**src/rtl/rvsp_ctrl_pkg.sv**
```systemverilog
// Shared encodings for the RVSP multi-cycle control unit: ALU codes, opcodes,
// FSM states and instruction classes.
package rvsp_ctrl_pkg;

  localparam int unsigned ALUOP_W  = 4;
  localparam int unsigned OPCODE_W = 7;
  localparam int unsigned FUNCT3_W = 3;

  localparam logic [ALUOP_W-1:0] ALU_ADD = 4'b0000;
  localparam logic [ALUOP_W-1:0] ALU_SUB = 4'b0001;
  localparam logic [ALUOP_W-1:0] ALU_AND = 4'b0010;
  localparam logic [ALUOP_W-1:0] ALU_OR  = 4'b0011;
  localparam logic [ALUOP_W-1:0] ALU_XOR = 4'b0100;
  localparam logic [ALUOP_W-1:0] ALU_SLL = 4'b0101;
  localparam logic [ALUOP_W-1:0] ALU_SRL = 4'b0110;
  localparam logic [ALUOP_W-1:0] ALU_SRA = 4'b0111;
  localparam logic [ALUOP_W-1:0] ALU_SLT = 4'b1000;

  localparam logic [OPCODE_W-1:0] OP_R      = 7'b0110011;
  localparam logic [OPCODE_W-1:0] OP_IALU   = 7'b0010011;
  localparam logic [OPCODE_W-1:0] OP_LOAD   = 7'b0000011;
  localparam logic [OPCODE_W-1:0] OP_STORE  = 7'b0100011;
  localparam logic [OPCODE_W-1:0] OP_BRANCH = 7'b1100011;

  typedef enum logic [2:0] {
    S_FETCH, S_DECODE, S_EXEC, S_MEM, S_WB, S_TRAP
  } state_t;

  typedef enum logic [2:0] {
    C_R, C_IALU, C_LW, C_SW, C_BR, C_ILL
  } iclass_t;

  // Opcode-only classification; funct3 legality is checked by alu_op_decode.
  function automatic iclass_t classify(input logic [OPCODE_W-1:0] op);
    case (op)
      OP_R:      return C_R;
      OP_IALU:   return C_IALU;
      OP_LOAD:   return C_LW;
      OP_STORE:  return C_SW;
      OP_BRANCH: return C_BR;
      default:   return C_ILL;
    endcase
  endfunction

endpackage

```
**src/rtl/alu_op_decode.sv**
```systemverilog
// Combinational ALU operation select and legality check from class and funct fields.
module alu_op_decode
  import rvsp_ctrl_pkg::*;
(
  input  iclass_t              cls,
  input  logic [FUNCT3_W-1:0]  funct3,
  input  logic                 funct7b5,
  output logic [ALUOP_W-1:0]   aluop,
  output logic                 legal
);

  always_comb begin
    aluop = ALU_ADD;
    legal = 1'b0;
    case (cls)
      C_R, C_IALU: begin
        legal = 1'b1;
        case (funct3)
          3'b000: aluop = (cls == C_R && funct7b5) ? ALU_SUB : ALU_ADD;
          3'b001: aluop = ALU_SLL;
          3'b010: aluop = ALU_SLT;
          3'b100: aluop = ALU_XOR;
          3'b101: aluop = funct7b5 ? ALU_SRA : ALU_SRL;
          3'b110: aluop = ALU_OR;
          3'b111: aluop = ALU_AND;
          default: legal = 1'b0;  // unsigned compare has no ALU code
        endcase
      end
      C_LW, C_SW: legal = (funct3 == 3'b010);
      C_BR: begin
        aluop = ALU_SUB;
        legal = (funct3 == 3'b000) || (funct3 == 3'b001) ||
                (funct3 == 3'b100) || (funct3 == 3'b101);
      end
      default: legal = 1'b0;
    endcase
  end

endmodule

```
**src/rtl/unid_controle_mc.sv**
```systemverilog
// Multi-cycle control unit for the RVSP datapath: FETCH/DECODE/EXEC/MEM/WB
// sequencing, one-cycle write strobes, memory handshake and illegal-opcode trap.
module unid_controle_mc
  import rvsp_ctrl_pkg::*;
(
  input  logic                clk,
  input  logic                rst_n,
  input  logic [OPCODE_W-1:0] opcode,
  input  logic [FUNCT3_W-1:0] funct3,
  input  logic                funct7b5,
  input  logic                zero,
  input  logic                neg,
  input  logic                mem_ready,
  output logic                ir_we,
  output logic                pc_we,
  output logic                regWrite,
  output logic                ALUSrc,
  output logic                SeltipoSouB,
  output logic                MemToReg,
  output logic                MemWrite,
  output logic                PCSrc,
  output logic [ALUOP_W-1:0]  ALUOp,
  output logic                illegal
);

  state_t  state_q;
  iclass_t class_q;
  logic    illegal_q;

  iclass_t             class_dec;
  iclass_t             dec_cls;
  logic [ALUOP_W-1:0]  dec_aluop;
  logic                dec_legal;
  logic                taken;
  logic                imm_src;

  assign class_dec = classify(opcode);
  // In DECODE the class register is not loaded yet, so check the live opcode.
  assign dec_cls   = (state_q == S_DECODE) ? class_dec : class_q;

  alu_op_decode u_alu_op_decode (
    .cls      (dec_cls),
    .funct3   (funct3),
    .funct7b5 (funct7b5),
    .aluop    (dec_aluop),
    .legal    (dec_legal)
  );

  always_ff @(posedge clk or negedge rst_n) begin
    if (!rst_n) begin
      state_q   <= S_FETCH;
      class_q   <= C_R;
      illegal_q <= 1'b0;
    end else begin
      case (state_q)
        S_FETCH:  state_q <= S_DECODE;
        S_DECODE: begin
          class_q <= class_dec;
          if (!dec_legal) begin
            state_q   <= S_TRAP;
            illegal_q <= 1'b1;
          end else begin
            state_q <= S_EXEC;
          end
        end
        S_EXEC: begin
          case (class_q)
            C_BR:       state_q <= S_FETCH;
            C_LW, C_SW: state_q <= S_MEM;
            default:    state_q <= S_WB;
          endcase
        end
        S_MEM: begin
          if (mem_ready) state_q <= (class_q == C_SW) ? S_FETCH : S_WB;
        end
        S_WB:    state_q <= S_FETCH;
        S_TRAP:  state_q <= S_TRAP;
        default: state_q <= S_FETCH;
      endcase
    end
  end

  always_comb begin
    case (funct3)
      3'b000:  taken = zero;
      3'b001:  taken = !zero;
      3'b100:  taken = neg;
      3'b101:  taken = !neg;
      default: taken = 1'b0;
    endcase
  end

  assign imm_src = (class_q == C_IALU) || (class_q == C_LW) || (class_q == C_SW);

  // Control outputs decoded from state and class register.
  always_comb begin
    ir_we       = 1'b0;
    pc_we       = 1'b0;
    regWrite    = 1'b0;
    ALUSrc      = 1'b0;
    SeltipoSouB = 1'b0;
    MemToReg    = 1'b0;
    MemWrite    = 1'b0;
    PCSrc       = 1'b0;
    ALUOp       = ALU_ADD;
    case (state_q)
      S_FETCH: ir_we = 1'b1;
      S_EXEC: begin
        ALUOp  = dec_aluop;
        ALUSrc = imm_src;
        if (class_q == C_BR) begin
          SeltipoSouB = 1'b1;
          pc_we       = 1'b1;
          PCSrc       = taken;
        end
      end
      S_MEM: begin
        ALUOp    = ALU_ADD;
        ALUSrc   = 1'b1;
        MemWrite = (class_q == C_SW);
        pc_we    = (class_q == C_SW) && mem_ready;
      end
      S_WB: begin
        ALUOp    = dec_aluop;
        ALUSrc   = imm_src;
        regWrite = 1'b1;
        MemToReg = (class_q == C_LW);
        pc_we    = 1'b1;
      end
      default: ;
    endcase
  end

  assign illegal = illegal_q;

endmodule

```
**config.mk**
```make
export PLATFORM = sky130hd
export DESIGN_NAME = unid_controle_mc
export DESIGN_NICKNAME = d
export VERILOG_FILES = /design/src/rtl/rvsp_ctrl_pkg.sv /design/src/rtl/alu_op_decode.sv /design/src/rtl/unid_controle_mc.sv
export SDC_FILE = /design/constraint.sdc
export NUM_CORES = 1
export LEC_CHECK = 0
export ABC_AREA = 1
export CAP_MARGIN = 20
export CORE_MARGIN = 3
export CORE_UTILIZATION = 37
export CTS_CLUSTER_DIAMETER = 100
export DETAILED_ROUTE_END_ITERATION = 7
export GPL_TIMING_DRIVEN = 0
export PLACE_DENSITY = 0.81
export SKIP_LAST_GASP = 1
export SLEW_MARGIN = 20
export SYNTH_ARGS = -nofsm -noshare
export SYNTH_HDL_FRONTEND = slang
export SYNTH_SLANG_ARGS = --single-unit
export TNS_END_PERCENT = 5
```
**constraint.sdc**
```tcl
create_clock -name clk -period 1.5 [get_ports clk]
set_input_delay 0.225 -clock clk [delete_from_list [all_inputs] [get_ports clk]]
set_output_delay 0.225 -clock clk [all_outputs]
set_load 0.05 [all_outputs]
```
== Word level (Yosys, flattened, before mapping) ==
Cells that the tools add are included.
Operators by class
  mux-type cells: 25
  reductions and logical operators: 18
  bitwise operators: 1
  equality and inequality tests: 25
Operators with widths (number)
  3-bit one-hot mux with 5 select lines: 2
  4-bit one-hot mux with 7 select lines: 1
  3-bit == test, second input constant: 8
  3-bit by 2-bit == test with 1-bit output, second input constant: 7
  7-bit by 6-bit == test with 1-bit output, second input constant: 2
  3-bit by 1-bit == test with 1-bit output, second input constant: 4
  3-bit 2-to-1 mux: 4
  1-bit 2-to-1 mux: 11
  3-bit zero test: 3
  4-bit one-hot mux with 2 select lines: 1
  2-bit OR reduction: 4
  7-bit by 2-bit == test with 1-bit output, second input constant: 1
  7-bit by 5-bit == test with 1-bit output, second input constant: 1
  7-bit == test, second input constant: 1
  7-bit OR reduction: 1
  1-bit one-hot mux with 3 select lines: 2
  3-bit one-hot mux with 2 select lines: 1
  1-bit logical OR: 5
  4-bit 2-to-1 mux: 1
  1-bit one-hot mux with 4 select lines: 1
  1-bit logical AND: 2
  1-bit zero test: 2
  2-bit != test, second input constant: 1
  1-bit one-hot mux with 2 select lines: 1
  other kinds (2): 2
Storage, ports and cells
  bits of input ports: 16
  word-level logic and storage cells: 72
  register bits: 7
  output and inout bits: 13

== Depth between registers and ports, before layout ==
  depth in word-level cells: 9
  mapped depth: 11
  depth with buffers taken out: 11

== Hierarchy ==
From an unflattened synthesis, not the netlist that was laid out.
Second synthesis, totals
  cell total of the unflattened synthesis: 121
  area total of the unflattened synthesis: 710.7 µm²
Modules (own cells, without submodules)
  unid_controle_mc: sequential area each 175.2 µm², area each 575.6 µm², cells an instance 92, instances 1
  alu_op_decode: sequential area each 0.0 µm², area each 135.1 µm², cells an instance 29, instances 1

== Worst setup path after synthesis ==
OpenSTA, ideal clock, no wires.
  kind: flip-flop to output port
  start point: register state_q[0]
  end point: output ALUOp[1]
  data required time: 1.275 ns
  path buffers: 0
  arrival: 3.110 ns
  stages on the path, launching flop included: 8
  path slack: -1.835 ns
  path through: dfrtp_1 nor2_1 inv_1 nor2_1 inv_1 nand2_1 inv_1 nor4_1
Between the ends
  cells in the longest elaborated chain, start to end: 6
  elaborated cells on any way between the ends: 11
  those cells by class: 5 x eq/ne; 3 x mux; 3 x reduce/logical
RTL lines
  from (decl): RTL line unid_controle_mc.sv:26  | state_t state_q;
  from (signal assigned): RTL line unid_controle_mc.sv:74  | if (mem_ready) state_q <= (class_q == C_SW) ? S_FETCH : S_WB;
  3-bit by 1-bit == test with 1-bit output: RTL line unid_controle_mc.sv:39  | assign dec_cls = (state_q == S_DECODE) ? class_dec : class_q;
  3-bit 2-to-1 mux
  3-bit by 1-bit == test with 1-bit output / 3-bit zero test (equally long branches): RTL line alu_op_decode.sv:15  | case (cls)
  2-bit OR reduction: RTL line alu_op_decode.sv:15
  4-bit one-hot mux with 2 select lines: RTL line alu_op_decode.sv:15
  4-bit 2-to-1 mux (*): RTL line unid_controle_mc.sv:106  | case (state_q)
  to (decl): RTL line unid_controle_mc.sv:22  | output logic [ALUOP_W-1:0] ALUOp,
Every way passes the cells marked *; elsewhere a longest branch is shown, timed or not.

== Worst setup path in the final report ==
  start point: input funct3[2]
  end point: output ALUOp[0]
Between the ends
  cells in the longest elaborated chain, start to end: 4
  elaborated cells on any way between the ends: 10
  those cells by class: 6 x eq/ne; 3 x mux; 1 x reduce/logical
RTL lines
  from (decl): RTL line unid_controle_mc.sv:9  | input logic [FUNCT3_W-1:0] funct3,
  3-bit == test (tied with other cells): RTL line alu_op_decode.sv:18  | case (funct3)
  4-bit one-hot mux with 7 select lines (*): RTL line alu_op_decode.sv:18
  4-bit one-hot mux with 2 select lines (*): RTL line alu_op_decode.sv:15
  4-bit 2-to-1 mux (*): RTL line unid_controle_mc.sv:106
Marked as above.

==> summary.txt <==
Clock tree
  – CTS buffer count: 3
  – CTS tree: built
  – Clock-pin slew on the worst setup and hold paths: 0.05 ns
  – Htree depth: 1
  – Root buffer cell: clkbuf_4
  – Clock buffer depth: 2
  – Latest clock arrival within the worst-skew pair: 0.24 ns
  – Clk sinks: 7

Power and ir drop
  – Gate power share: 0.643
  – Switching Fraction: 0.529
  – Pint: 593 uW
  – Maximum VDD drop: 703 uV
  – Leakage: 0.501 nW
  – Psw: 667 uW
  – Sequential Power Share: 0.226
  – PwrDens: 1100 nW/um2
  – Clock power frac: 0.131

Worst setup path
  – Critical Path Start: funct3[2]
  – Crit start category: input pin
  – CP max-delay cell: clkdlybuf4s50_1
  – CP Cell Sequence: clkdlybuf4s50_1 -> inv_1 -> nand3_1 -> nand4_1 -> a21o_1 -> a21oi_2 -> buf_6
  – Largest delay share family, worst path: buffers and inverters
  – Crit end category: output port
  – Worst Path Arrival: 1.77 ns
  – Crit path buffers/inverters: 3
  – Worst-path fanout max: 7
  – CP Class: in -> out
  – Critical R2R Launch: state_q[2]
  – Critical Path Max Stage Delay: 0.61 ns
  – CP required: 1.27 ns

STA
  – Fin Clk Skew: 0.00124 ns
  – RSZ-0062 raised after global routing: yes
  – Hold Fails Final Rpt: 0
  – Top achievable clock speed: 500 MHz
  – Slew Viols, Final: 0
  – Worst-margin pin slew: 0.492 ns
  – PnR worst setup slack: -0.499 ns
  – Worst Hold Slack: 0.233 ns
  – Crit share post-route: 1.33
  – Setup-failing EPs final: 16
  – Minimum clock period: 2.00 ns
  – Slew headroom: 0.671

Synth
  – Yosys cell types: 25
  – Synthesized net count: 127
  – Register area share after synthesis: 0.253
  – Syn avg cell area: 6.23 um2
  – Mapped Area: 692 um2
  – Total number of yosys warnings: 0
  – Yosys reg bits: 7
  – Syn Inst Count: 111

Floorplan
  – Die width: 49.2 um
  – Die height: 49.2 um
  – Initial Util: 0.396
  – Rows: 15
  – Core Footprint: 1750 um2
  – Die area: 2430 um2
  – IO Pins: 29

Placed design
  – Final HPWL DP: 1630 um
  – Port Buf Inserts: 28
  – DP Area: 1100 um2
  – GPL Wtd Cong: 0.823

Flow run
  – MaxCap Viol Count: 0

Outcome
  – Status: finished, violations left
  – Failing checks: negative setup slack

GRT
  – Gr usage total: 0.172
  – Remaining Overflow, GRT: 0
  – Largest net degree at the start of global routing: 8
  – Vias in the first global route: 782
  – Antenna violations before repair: 0
  – First-pass GRT wire length: 3210 um

Route
  – DRT antenna net count: 0
  – DRC Markers: 0
  – Initial DRT Pass Iterations: 4
  – WL per Instance: 11.7 um
  – DR vias: 843
  – Post-Route WL: 1980 um
  – Avg Vias per Cell: 4.96
  – First DRT Iteration DRCs: 7

Cells and area
  – Commonest non-fill, non-tap cell in the layout: nand2_1
  – Most frequent cells in the layout: nand2_1, inv_1, clkdlybuf4s50_1
  – Post-route cell area: 1140 um2
  – Layout fillers: 179
  – Diode count: 0
  – Share of layout cells above drive strength 1: 0.317
  – Synthesis-to-finish area growth: 65.3%
  – Nets: 162

Worst hold path
  – Hold WC Path Type: in -> async
[power groups by stage]
stage                     clock network [mW]  logic [mW]  registers (mW)
after global routing                   0.183       0.880           0.294
final                                  0.165       0.810           0.285
after global placement                     0       0.788           0.278
after CTS                              0.171       0.813           0.281
after floorplan                            0       0.600           0.274
after detailed placement                   0       0.809           0.285
[Yosys cell counts (all sizes together)]
cell type,instances,share of area
a31oi,1,0.0090
inv,25,0.14
nor2,19,0.11
nand2,23,0.14
dfrtp,7,0.25
nor4,2,0.018
a311oi,1,0.013
nand3,12,0.12
nand4,4,0.045
o21ai,4,0.045
and3,1,0.0090
or2,1,0.0090
o31ai,1,0.011
nand3b,1,0.011
a21o,1,0.011
nor3,4,0.029
a21oi,4,0.040
[state kept, by name, summed over array words and instances (netlist names)]
signal / count
class_q: 3
illegal: 1
state_q: 3
[per-stage QoR]
| stage | util | power, mW | instances | setup slack (ns) | setup TNS [ns] |
|---|---|---|---|---|---|
| 6_report | 0.655 | 1.26 | 170 | -0.499 | -5.22 |
| 3_5_place_dp | 0.633 | 1.09 | 164 | -1.17 | -9.68 |
| 4_1_cts | 0.653 | 1.27 | 170 | -0.500 | -5.37 |
| 5_1_grt | 0.655 | 1.36 | 170 | -0.599 | -6.93 |
| 2_1_floorplan | - | 0.874 | 111 | -0.393 | -2.74 |
| 3_3_place_gp | 0.633 | 1.07 | 164 | -1.10 | -8.93 |
[cells by family after synthesis]
logic type / Yosys count / share of synthesized area
AOI/OAI and AO/OA: 12 / 0.128
buffers and inverters: 25 / 0.136
and+or+nand+nor: 67 / 0.483
DFF: 7 / 0.253
[cell type report]
| cell class | instances | area, um2 | share of cell area |
|---|---|---|---|
| Inverter | 25 | 96.3 | 0.0842 |
| Clock buffer | 4 | 26.3 | 0.0230 |
| Timing Repair Buffer | 30 | 279 | 0.244 |
| Tap cell | 25 | 31.3 | 0.0274 |
| Sequential cell | 7 | 176 | 0.154 |
| Multi-Input combinational cell | 79 | 534 | 0.467 |
[path summary, 6_finish.rpt]
| kind | to | cells after the start | slack, ns |
|---|---|---|---|
| worst min-delay path | illegal | 1 | 0.23 |
| worst min register to register | illegal | 2 | 0.47 |
| worst max-delay path | ALUOp[0] | 7 | -0.50 |
| min in group clk | illegal | 2 | 0.47 |
| max in group asynchronous | state_q[0] | 1 | 1.02 |
| worst max register to register | state_q[2] | 10 | -0.04 |
[what timing repair did]
| item | in CTS | in global routing |
|---|---|---|
| hold buffers | 0 | 0 |
| gates resized for setup | 50 | 2 |
| pin swaps | 4 | 0 |
| endpoints found under the hold margin | 0 | 0 |
| setup endpoints to repair | 16 | 17 |
| buffers inserted | 2 | 0 |
[routing by layer]
metal / up-vias / share of wire / GRT usage
met5: - / 0 / 0
met4: 0 / 0.031 / 0.118
met3: 8 / 0.044 / 0.0183
met2: 29 / 0.53 / 0.306
met1: 377 / 0.40 / 0.189
li1: 429 / - / -
Power figures use the tool's default switching activity.
